--- src/rtl/matrix_coproc_pkg.sv ---
// matrix_coproc_pkg -- shared encodings and helpers for matrix_coproc_seq.
//   Opcodes (cmd_op), matrix selects (cmd_sel), FSM state encodings,
//   ALU lane operation codes, and reduce_w(), the full-width to W-bit rule.
//   Optional feature macro: MATRIX_COPROC_SATURATE_EN
//     defined   -> out-of-range results clamp to the W-bit signed limits
//     undefined -> out-of-range results wrap (low W bits kept)
package matrix_coproc_pkg;

  localparam logic [2:0] OP_NOP   = 3'b000;
  localparam logic [2:0] OP_LOAD  = 3'b001;
  localparam logic [2:0] OP_STORE = 3'b010;
  localparam logic [2:0] OP_ADD   = 3'b011;
  localparam logic [2:0] OP_SUB   = 3'b100;
  localparam logic [2:0] OP_MULE  = 3'b101;
  localparam logic [2:0] OP_MULM  = 3'b110;
  localparam logic [2:0] OP_CLR   = 3'b111;

  localparam logic [1:0] SEL_A   = 2'd0;
  localparam logic [1:0] SEL_B   = 2'd1;
  localparam logic [1:0] SEL_C   = 2'd2;
  localparam logic [1:0] SEL_ERR = 2'd3;

  typedef logic [1:0] state_t;
  localparam state_t ST_IDLE = 2'd0;
  localparam state_t ST_EXEC = 2'd1;
  localparam state_t ST_DONE = 2'd2;

  localparam logic [1:0] LANE_ADD = 2'd0;
  localparam logic [1:0] LANE_SUB = 2'd1;
  localparam logic [1:0] LANE_MUL = 2'd2;
  localparam logic [1:0] LANE_MAC = 2'd3;

  function automatic logic is_arith(input logic [2:0] op);
    return (op == OP_ADD) || (op == OP_SUB) || (op == OP_MULE) || (op == OP_MULM);
  endfunction

  // Reduce a sign-extended full-width value to a width-bit signed result.
  // The caller truncates the returned value to width bits.
  function automatic logic signed [63:0] reduce_w(input logic signed [63:0] value,
                                                  input int width);
`ifdef MATRIX_COPROC_SATURATE_EN
    logic signed [63:0] max_v;
    logic signed [63:0] min_v;
    max_v = (64'sd1 <<< (width - 1)) - 64'sd1;
    min_v = -max_v - 64'sd1;
    if (value > max_v) return max_v;
    if (value < min_v) return min_v;
    return value;
`else
    logic signed [63:0] shl;
    shl = value <<< (64 - width);
    return shl >>> (64 - width);
`endif
  endfunction

endpackage

--- src/rtl/matrix_coproc_seq_alu_lane.sv ---
// coproc_alu_lane -- combinational single-element arithmetic lane.
//   op   : LANE_ADD (a+b), LANE_SUB (a-b), LANE_MUL (a*b), LANE_MAC (acc+a*b)
//   a, b : W-bit signed operands
//   acc  : FW-bit signed accumulator input (MAC only)
//   full : FW-bit signed exact result (FW = 2W+AW, wide enough for N products)
//   ovf  : full lies outside the W-bit signed range
module coproc_alu_lane
  import matrix_coproc_pkg::*;
#(
  parameter int W  = 8,
  parameter int AW = 3,
  localparam int FW = 2 * W + AW
) (
  input  logic [1:0]           op,
  input  logic signed [W-1:0]  a,
  input  logic signed [W-1:0]  b,
  input  logic signed [FW-1:0] acc,
  output logic signed [FW-1:0] full,
  output logic                 ovf
);

  localparam logic signed [FW-1:0] MAX_V = {{(FW-W+1){1'b0}}, {(W-1){1'b1}}};
  localparam logic signed [FW-1:0] MIN_V = {{(FW-W+1){1'b1}}, {(W-1){1'b0}}};

  logic signed [FW-1:0] a_x;
  logic signed [FW-1:0] b_x;
  logic signed [FW-1:0] prod;

  assign a_x  = {{(FW-W){a[W-1]}}, a};
  assign b_x  = {{(FW-W){b[W-1]}}, b};
  assign prod = a_x * b_x;

  always_comb begin
    full = a_x + b_x;
    case (op)
      LANE_SUB: full = a_x - b_x;
      LANE_MUL: full = prod;
      LANE_MAC: full = acc + prod;
      default:  full = a_x + b_x;
    endcase
  end

  assign ovf = (full > MAX_V) || (full < MIN_V);

endmodule

--- src/rtl/matrix_coproc_seq.sv ---
// matrix_coproc_seq -- sequential N x N signed matrix coprocessor.
//   Holds matrices A, B and C; runs one command at a time, one element
//   (or one multiply-accumulate) per EXEC cycle.
//   Ports:
//     clk, rst                 clock, asynchronous active-high reset
//     cmd_valid / cmd_ready    command handshake (ready only in IDLE)
//     cmd_op, cmd_sel          opcode, matrix select for LOAD/STORE
//     cmd_row, cmd_col         element index
//     cmd_data                 STORE value / MULE scalar
//     rsp_data                 LOAD result, held until the next LOAD
//     done                     one-cycle completion pulse
//     busy                     high in EXEC and DONE
//     overflow                 sticky overflow of the last arithmetic command
//     addr_err                 address error of the last LOAD/STORE
//   Optional feature macro: MATRIX_COPROC_SATURATE_EN (saturate vs wrap).
module matrix_coproc_seq
  import matrix_coproc_pkg::*;
#(
  parameter int N = 5,
  parameter int W = 8,
  localparam int AW = $clog2(N)
) (
  input  logic                clk,
  input  logic                rst,
  input  logic                cmd_valid,
  output logic                cmd_ready,
  input  logic [2:0]          cmd_op,
  input  logic [1:0]          cmd_sel,
  input  logic [AW-1:0]       cmd_row,
  input  logic [AW-1:0]       cmd_col,
  input  logic signed [W-1:0] cmd_data,
  output logic signed [W-1:0] rsp_data,
  output logic                done,
  output logic                busy,
  output logic                overflow,
  output logic                addr_err
);

  localparam int FW = 2 * W + AW;
  localparam logic [AW-1:0] LAST = AW'(N - 1);

  state_t               state;
  logic [2:0]           op_q;
  logic [1:0]           sel_q;
  logic [AW-1:0]        row_q, col_q;
  logic signed [W-1:0]  data_q;
  logic [AW-1:0]        cnt_i, cnt_j, cnt_k;
  logic signed [FW-1:0] acc_q;

  logic signed [W-1:0]  mat_a [N][N];
  logic signed [W-1:0]  mat_b [N][N];
  logic signed [W-1:0]  mat_c [N][N];

  logic [1:0]           lane_op;
  logic signed [W-1:0]  lane_a, lane_b;
  logic signed [FW-1:0] lane_acc, lane_full;
  logic                 lane_ovf;
  logic signed [W-1:0]  red_w;
  logic                 last_step;
  logic                 addr_ok;
  logic signed [W-1:0]  rd_val;

  assign cmd_ready = (state == ST_IDLE);
  assign busy      = (state != ST_IDLE);
  assign done      = (state == ST_DONE);

  // Operand routing: MULM walks A[i][k] x B[k][j]; the accumulator restarts at k=0.
  always_comb begin
    lane_op  = LANE_ADD;
    lane_a   = mat_a[cnt_i][cnt_j];
    lane_b   = mat_b[cnt_i][cnt_j];
    lane_acc = '0;
    case (op_q)
      OP_SUB:  lane_op = LANE_SUB;
      OP_MULE: begin
        lane_op = LANE_MUL;
        lane_b  = data_q;
      end
      OP_MULM: begin
        lane_op  = LANE_MAC;
        lane_a   = mat_a[cnt_i][cnt_k];
        lane_b   = mat_b[cnt_k][cnt_j];
        lane_acc = (cnt_k == '0) ? '0 : acc_q;
      end
      default: ;
    endcase
  end

  coproc_alu_lane #(.W(W), .AW(AW)) u_lane (
    .op   (lane_op),
    .a    (lane_a),
    .b    (lane_b),
    .acc  (lane_acc),
    .full (lane_full),
    .ovf  (lane_ovf)
  );

  assign red_w = W'(reduce_w({{(64-FW){lane_full[FW-1]}}, lane_full}, W));

  always_comb begin
    case (op_q)
      OP_ADD, OP_SUB, OP_MULE: last_step = (cnt_i == LAST) && (cnt_j == LAST);
      OP_MULM: last_step = (cnt_i == LAST) && (cnt_j == LAST) && (cnt_k == LAST);
      default: last_step = 1'b1;
    endcase
  end

  assign addr_ok = (sel_q != SEL_ERR) && (row_q <= LAST) && (col_q <= LAST);

  always_comb begin
    rd_val = '0;
    if (addr_ok) begin
      case (sel_q)
        SEL_A:   rd_val = mat_a[row_q][col_q];
        SEL_B:   rd_val = mat_b[row_q][col_q];
        SEL_C:   rd_val = mat_c[row_q][col_q];
        default: rd_val = '0;
      endcase
    end
  end

  always_ff @(posedge clk or posedge rst) begin
    if (rst) begin
      state    <= ST_IDLE;
      op_q     <= OP_NOP;
      sel_q    <= '0;
      row_q    <= '0;
      col_q    <= '0;
      data_q   <= '0;
      cnt_i    <= '0;
      cnt_j    <= '0;
      cnt_k    <= '0;
      rsp_data <= '0;
      overflow <= 1'b0;
      addr_err <= 1'b0;
      for (int r = 0; r < N; r++) begin
        for (int c = 0; c < N; c++) begin
          mat_a[r][c] <= '0;
          mat_b[r][c] <= '0;
          mat_c[r][c] <= '0;
        end
      end
    end else begin
      case (state)
        ST_IDLE: begin
          if (cmd_valid) begin
            op_q   <= cmd_op;
            sel_q  <= cmd_sel;
            row_q  <= cmd_row;
            col_q  <= cmd_col;
            data_q <= cmd_data;
            cnt_i  <= '0;
            cnt_j  <= '0;
            cnt_k  <= '0;
            state  <= ST_EXEC;
            if (is_arith(cmd_op)) overflow <= 1'b0;
          end
        end
        ST_EXEC: begin
          if (last_step) state <= ST_DONE;
          case (op_q)
            OP_LOAD: begin
              addr_err <= !addr_ok;
              rsp_data <= rd_val;
            end
            OP_STORE: begin
              addr_err <= !addr_ok;
              if (addr_ok) begin
                case (sel_q)
                  SEL_A:   mat_a[row_q][col_q] <= data_q;
                  SEL_B:   mat_b[row_q][col_q] <= data_q;
                  default: mat_c[row_q][col_q] <= data_q;
                endcase
              end
            end
            OP_ADD, OP_SUB, OP_MULE, OP_MULM: begin
              // Elementwise ops retire an element every cycle; MULM only on its last k.
              if (op_q != OP_MULM || cnt_k == LAST) begin
                mat_c[cnt_i][cnt_j] <= red_w;
                overflow            <= overflow | lane_ovf;
                cnt_k               <= '0;
                if (cnt_j == LAST) begin
                  cnt_j <= '0;
                  cnt_i <= (cnt_i == LAST) ? '0 : cnt_i + 1'b1;
                end else begin
                  cnt_j <= cnt_j + 1'b1;
                end
              end else begin
                cnt_k <= cnt_k + 1'b1;
              end
            end
            OP_CLR: begin
              overflow <= 1'b0;
              addr_err <= 1'b0;
              for (int r = 0; r < N; r++) begin
                for (int c = 0; c < N; c++) begin
                  mat_a[r][c] <= '0;
                  mat_b[r][c] <= '0;
                  mat_c[r][c] <= '0;
                end
              end
            end
            default: ;
          endcase
        end
        ST_DONE: state <= ST_IDLE;
        default: state <= ST_IDLE;
      endcase
    end
  end

  // MULM running sum; fully rebuilt from k=0, so it needs no reset.
  always_ff @(posedge clk) begin
    if (state == ST_EXEC && op_q == OP_MULM) acc_q <= lane_full;
  end

endmodule

--- config.mk ---
export PLATFORM = sky130hd
export DESIGN_NAME = matrix_coproc_seq
export DESIGN_NICKNAME = d
export VERILOG_FILES = /design/src/rtl/matrix_coproc_pkg.sv /design/src/rtl/matrix_coproc_seq_alu_lane.sv /design/src/rtl/matrix_coproc_seq.sv
export SDC_FILE = /design/constraint.sdc
export NUM_CORES = 2
export LEC_CHECK = 0
export CAP_MARGIN = 40
export CORE_ASPECT_RATIO = 1.5
export CORE_MARGIN = 2
export CORE_UTILIZATION = 35
export CTS_CLUSTER_SIZE = 20
export DETAILED_ROUTE_END_ITERATION = 10
export PLACE_DENSITY = 0.46
export SLEW_MARGIN = 10
export SYNTH_ARGS = -nofsm -noshare
export SYNTH_HDL_FRONTEND = slang
export SYNTH_SLANG_ARGS = --single-unit
--- constraint.sdc ---
create_clock -name clk -period 27.4 [get_ports clk]
set_input_delay 2.74 -clock clk [delete_from_list [all_inputs] [get_ports clk]]
set_output_delay 2.74 -clock clk [all_outputs]
set_load 0.01 [all_outputs]
==> key figures <==
Global route
  – Largest net degree at the start of global routing: 141
  – GRT overflow: 0
  – GRT Overall Usage: 37.3%
  – Initial antenna violation count: 13
  – Number of global-route vias before repair: 42000
  – Global-route wire length before repair: 328000 um

Critical path
  – Slowest-stage cell, CP: or2_1
  – Worst Reg-to-Reg Cells: 33
  – Critical path arrival: 11.29 ns
  – FF-to-FF End: overflow$_DFFE_PP0P_
  – CP max stage delay: 0.73 ns
  – Worst reg2reg path startpoint: cnt_i[1]$_DFFE_PP0P_
  – Setup CP Type: flop to flop
  – R2r setup slk: 16.69 ns
  – CP Capture Type: flop
  – Crit Path Max Fanout: 24
  – Req. time, crit path: 27.98 ns
  – Type of origin of the critical path: flop

CTS
  – CTS tree: built
  – Hold Buf Count CTS: 0
  – Clk_lat worst skew: 0.73 ns
  – Number of clock buffers inserted by TritonCTS: 77
  – Post-CTS setup buffer count: 0
  – Clk buf depth: 3
  – CTS clk-pin slew, worst paths: 0.07 ns
  – Resize count post-CTS: 0
  – CTS Sinks: 659
  – CTS Root Cell: clkbuf_16
  – CTS H-Tree Depth: 3

Logic synthesis
  – Synth Cell Area: 42300 um2
  – Post-synth EDFFs: 19
  – Syn_nets: 4938
  – Post-synthesis register bit count: 659
  – FFs w/ async S/R, synth: 97.1%
  – Ys Warns: 0
  – Synth top area cells: dfrtp_1 (38%), o21ai_0 (7.1%), nand2_1 (6.4%)
  – Syn Inst Count: 4788
  – Syn_area_per_cell: 8.83 um2
  – Sequential area share after synthesis: 39.2%
  – Synth Flop Type: dfrtp_1
  – Count of cell types in the netlist: 97
  – Share of the synthesized area in the top cell type: 37.9%
  – Yosys top cell by area: dfrtp_1

Routing
  – Via density: 6.68
  – DRT iter0 DRCs: 5275
  – DRC violations left: 0
  – Routed wire length: 233000 um
  – Pre-antenna DRT Iters: 6
  – Vias: 42700
  – Antenna Nets Post-Route: 0
  – WL per Instance: 36.4 um

STA
  – Post-layout worst setup margin: 16.69 ns
  – Slew headroom: 30.0%
  – Final Setup Violations: 0
  – RSZ-0062 raised after global routing: false
  – Setup TNS: 0 ns
  – Worst-Margin Slew: 1.05 ns
  – Max Slew Vio Count: 0
  – FMAX: 93.4 MHz
  – Final Hold Viols: 0
  – Final min period: 10.71 ns
  – Clk_skew: 0.0396 ns
  – Fin crit share: 39.1%

Die
  – Die area: 124000 um2
  – # IOs: 35
  – Starting density of the core: 35.2%
  – Row cnt: 156
  – Die width: 288 um
  – Core area: 120000 um2
  – Chip height: 430 um

Placement
  – Post-DP Area: 45100 um2
  – HPWL Detailed: 160000 um
  – RD Place Congestion: 0.984
  – Port buffer count: 34
  – Place WS: 16.94 ns

Power and ir drop
  – Worst vdd ir: 105 uV
  – Pleak: 0.0191 uW
  – Pwr per Cell Area: 127 nW/um2

Min path
  – Startpoint of the worst hold path: rsp_data[2]$_DFFE_PP0P_
  – Endpoint, Worst Hold: rsp_data[2]$_DFFE_PP0P_
  – Hold WC Path Type: flop to flop
  – WHS Path Cells: 2

Finish
  – Area Overhead vs Synth: 13.1%
  – Fin area: 47800 um2
  – Layout cells sized above 1: 11.4%
  – # fillers: 12400
  – Fin nets: 4900
  – Final core occ: 39.8%

Job
  – # Max-Cap Violations: 0

Outcome
  – Outcome: finished, final reports clean
[worst max-delay path by stage]
| stage | from | end | slack, ns | cells after the start |
|---|---|---|---|---|
| 2_1_floorplan | rst | addr_err$_DFFE_PP0P_ | 6.73 | 1 |
| 3_3_place_gp | cnt_i[1]$_DFFE_PP0P_ | overflow$_DFFE_PP0P_ | 16.59 | 32 |
| 3_5_place_dp | cnt_i[1]$_DFFE_PP0P_ | overflow$_DFFE_PP0P_ | 16.94 | 34 |
| 4_1_cts | cnt_i[1]$_DFFE_PP0P_ | overflow$_DFFE_PP0P_ | 16.88 | 34 |
| 5_1_grt | cnt_i[1]$_DFFE_PP0P_ | overflow$_DFFE_PP0P_ | 16.11 | 33 |
| 6_report | cnt_i[1]$_DFFE_PP0P_ | overflow$_DFFE_PP0P_ | 16.69 | 33 |
[cell families after synthesis]
logic type	Yosys count	share of synthesized area, %
buffers and inverters	522	5.31
AND/OR/NAND/NOR	1277	12.8
adder cells (fa/ha/maj)	128	4.83
multiplexers	295	8.59
XOR/XNOR	27	0.559
AO/OA/AOI/OAI	1880	28.7
flip-flops	659	39.2
[worst max-delay path, delay by kind of cell (launching register included)]
kind	cells	cell delay [ns]
adders and majority gates	7	3.02
xor gates and xnor gates	1	0.14
buffers and inverters	4	0.92
AOI/OAI and AO/OA	10	2.90
DFF	1	0.68
and+or+nand+nor	11	2.75
[sequential cells by signal, indices dropped and copies added (netlist names), 3 cells and up]
signal	flops
cnt_i	3
op_q	3
acc_q	19
cnt_k	3
mat_b	200
col_q	3
data_q	8
mat_a	200
mat_c	200
rsp_data	8
row_q	3
cnt_j	3
[cells in the mapped netlist (17+ instances only)]
library cell and count:
a22o_1 171, o22ai_1 238, nand2_1 726, a31oi_1 51, nor2_1 286, o21ai_1 108
xnor2_1 20, edfxtp_1 19, mux2i_1 220, a211oi_1 32, a221oi_1 53, a22oi_1 115
buf_6 18, nor3_1 42, nand3_1 62, a32oi_1 18, and2_1 58, dfrtp_1 640
o221ai_1 71, mux4_2 52, ha_1 69, o21ai_0 599, a21o_1 17, fa_1 59
inv_1 140, buf_2 78, o22a_1 17, mux2_2 23, buf_1 34, a21oi_1 243
clkbuf_1 230
[report_power, final]
| group | switching (uW) | leakage [uW] | total (uW) | internal, uW |
|---|---|---|---|---|
| combinational | 2640 | 0.00878 | 3620 | 980 |
| sequential | 191 | 0.00901 | 1350 | 1150 |
| clock | 481 | 0.00131 | 1120 | 637 |
| total | 3310 | 0.0191 | 6080 | 2770 |
[cell type report]
cell class | count | area [um2] | share of cell area [%]
Multi-Input combinational cell | 3607 | 23600 | 49.4
Inverter | 146 | 557 | 1.16
Tap cell | 1580 | 1980 | 4.13
Clock inverter | 25 | 327 | 0.683
Timing Repair Buffer | 259 | 2380 | 4.98
Antenna cell | 9 | 22.5 | 0.0471
Clock buffer | 115 | 2320 | 4.86
Sequential cell | 659 | 16600 | 34.7
[cells in the final DEF, fill, tap and decap left out, drive strengths merged, types with 19 or more instances in the layout]
| master | netlist | final |
|---|---|---|
| edfxtp | 19 | 19 |
| o21ai | 709 | 709 |
| a21oi | 266 | 266 |
| fa | 59 | 59 |
| a211oi | 33 | 33 |
| nor2 | 290 | 290 |
| xnor2 | 20 | 20 |
| a22oi | 115 | 115 |
| nand3 | 62 | 62 |
| dfrtp | 640 | 640 |
| mux4 | 52 | 52 |
| ha | 69 | 69 |
| clkinv | 3 | 20 |
| clkbuf | 232 | 116 |
| and2 | 61 | 61 |
| a221oi | 56 | 56 |
| mux2 | 23 | 23 |
| clkdlybuf4s50 | 0 | 34 |
| nand2 | 741 | 741 |
| mux2i | 220 | 220 |
| a22o | 171 | 171 |
| buf | 144 | 224 |
| inv | 143 | 145 |
| o22ai | 238 | 238 |
| a31oi | 52 | 52 |
| o221ai | 72 | 72 |
| nor3 | 43 | 43 |
[metrics by stage]
| stage | instances | total power (uW) | hold WS (ns) |
|---|---|---|---|
| after floorplan | 4788 | 3250 | 0.449 |
| after global placement | 6187 | 4780 | 0.461 |
| after detailed placement | 6248 | 4830 | 0.474 |
| after CTS | 6388 | 5950 | 0.488 |
| after global routing | 6392 | 6260 | 0.510 |
| final | 6400 | 6080 | 0.481 |
[per-layer routing]
layer  global-route usage [%]  routed length (um)  share of wire (%)
met5                        0                  52              0.022
met4                     32.0               24100                 10
met3                     10.0               22100                9.5
met2                     58.2              106000                 45
met1                     41.9               80700                 35
(Power assumes the default switching activity.)
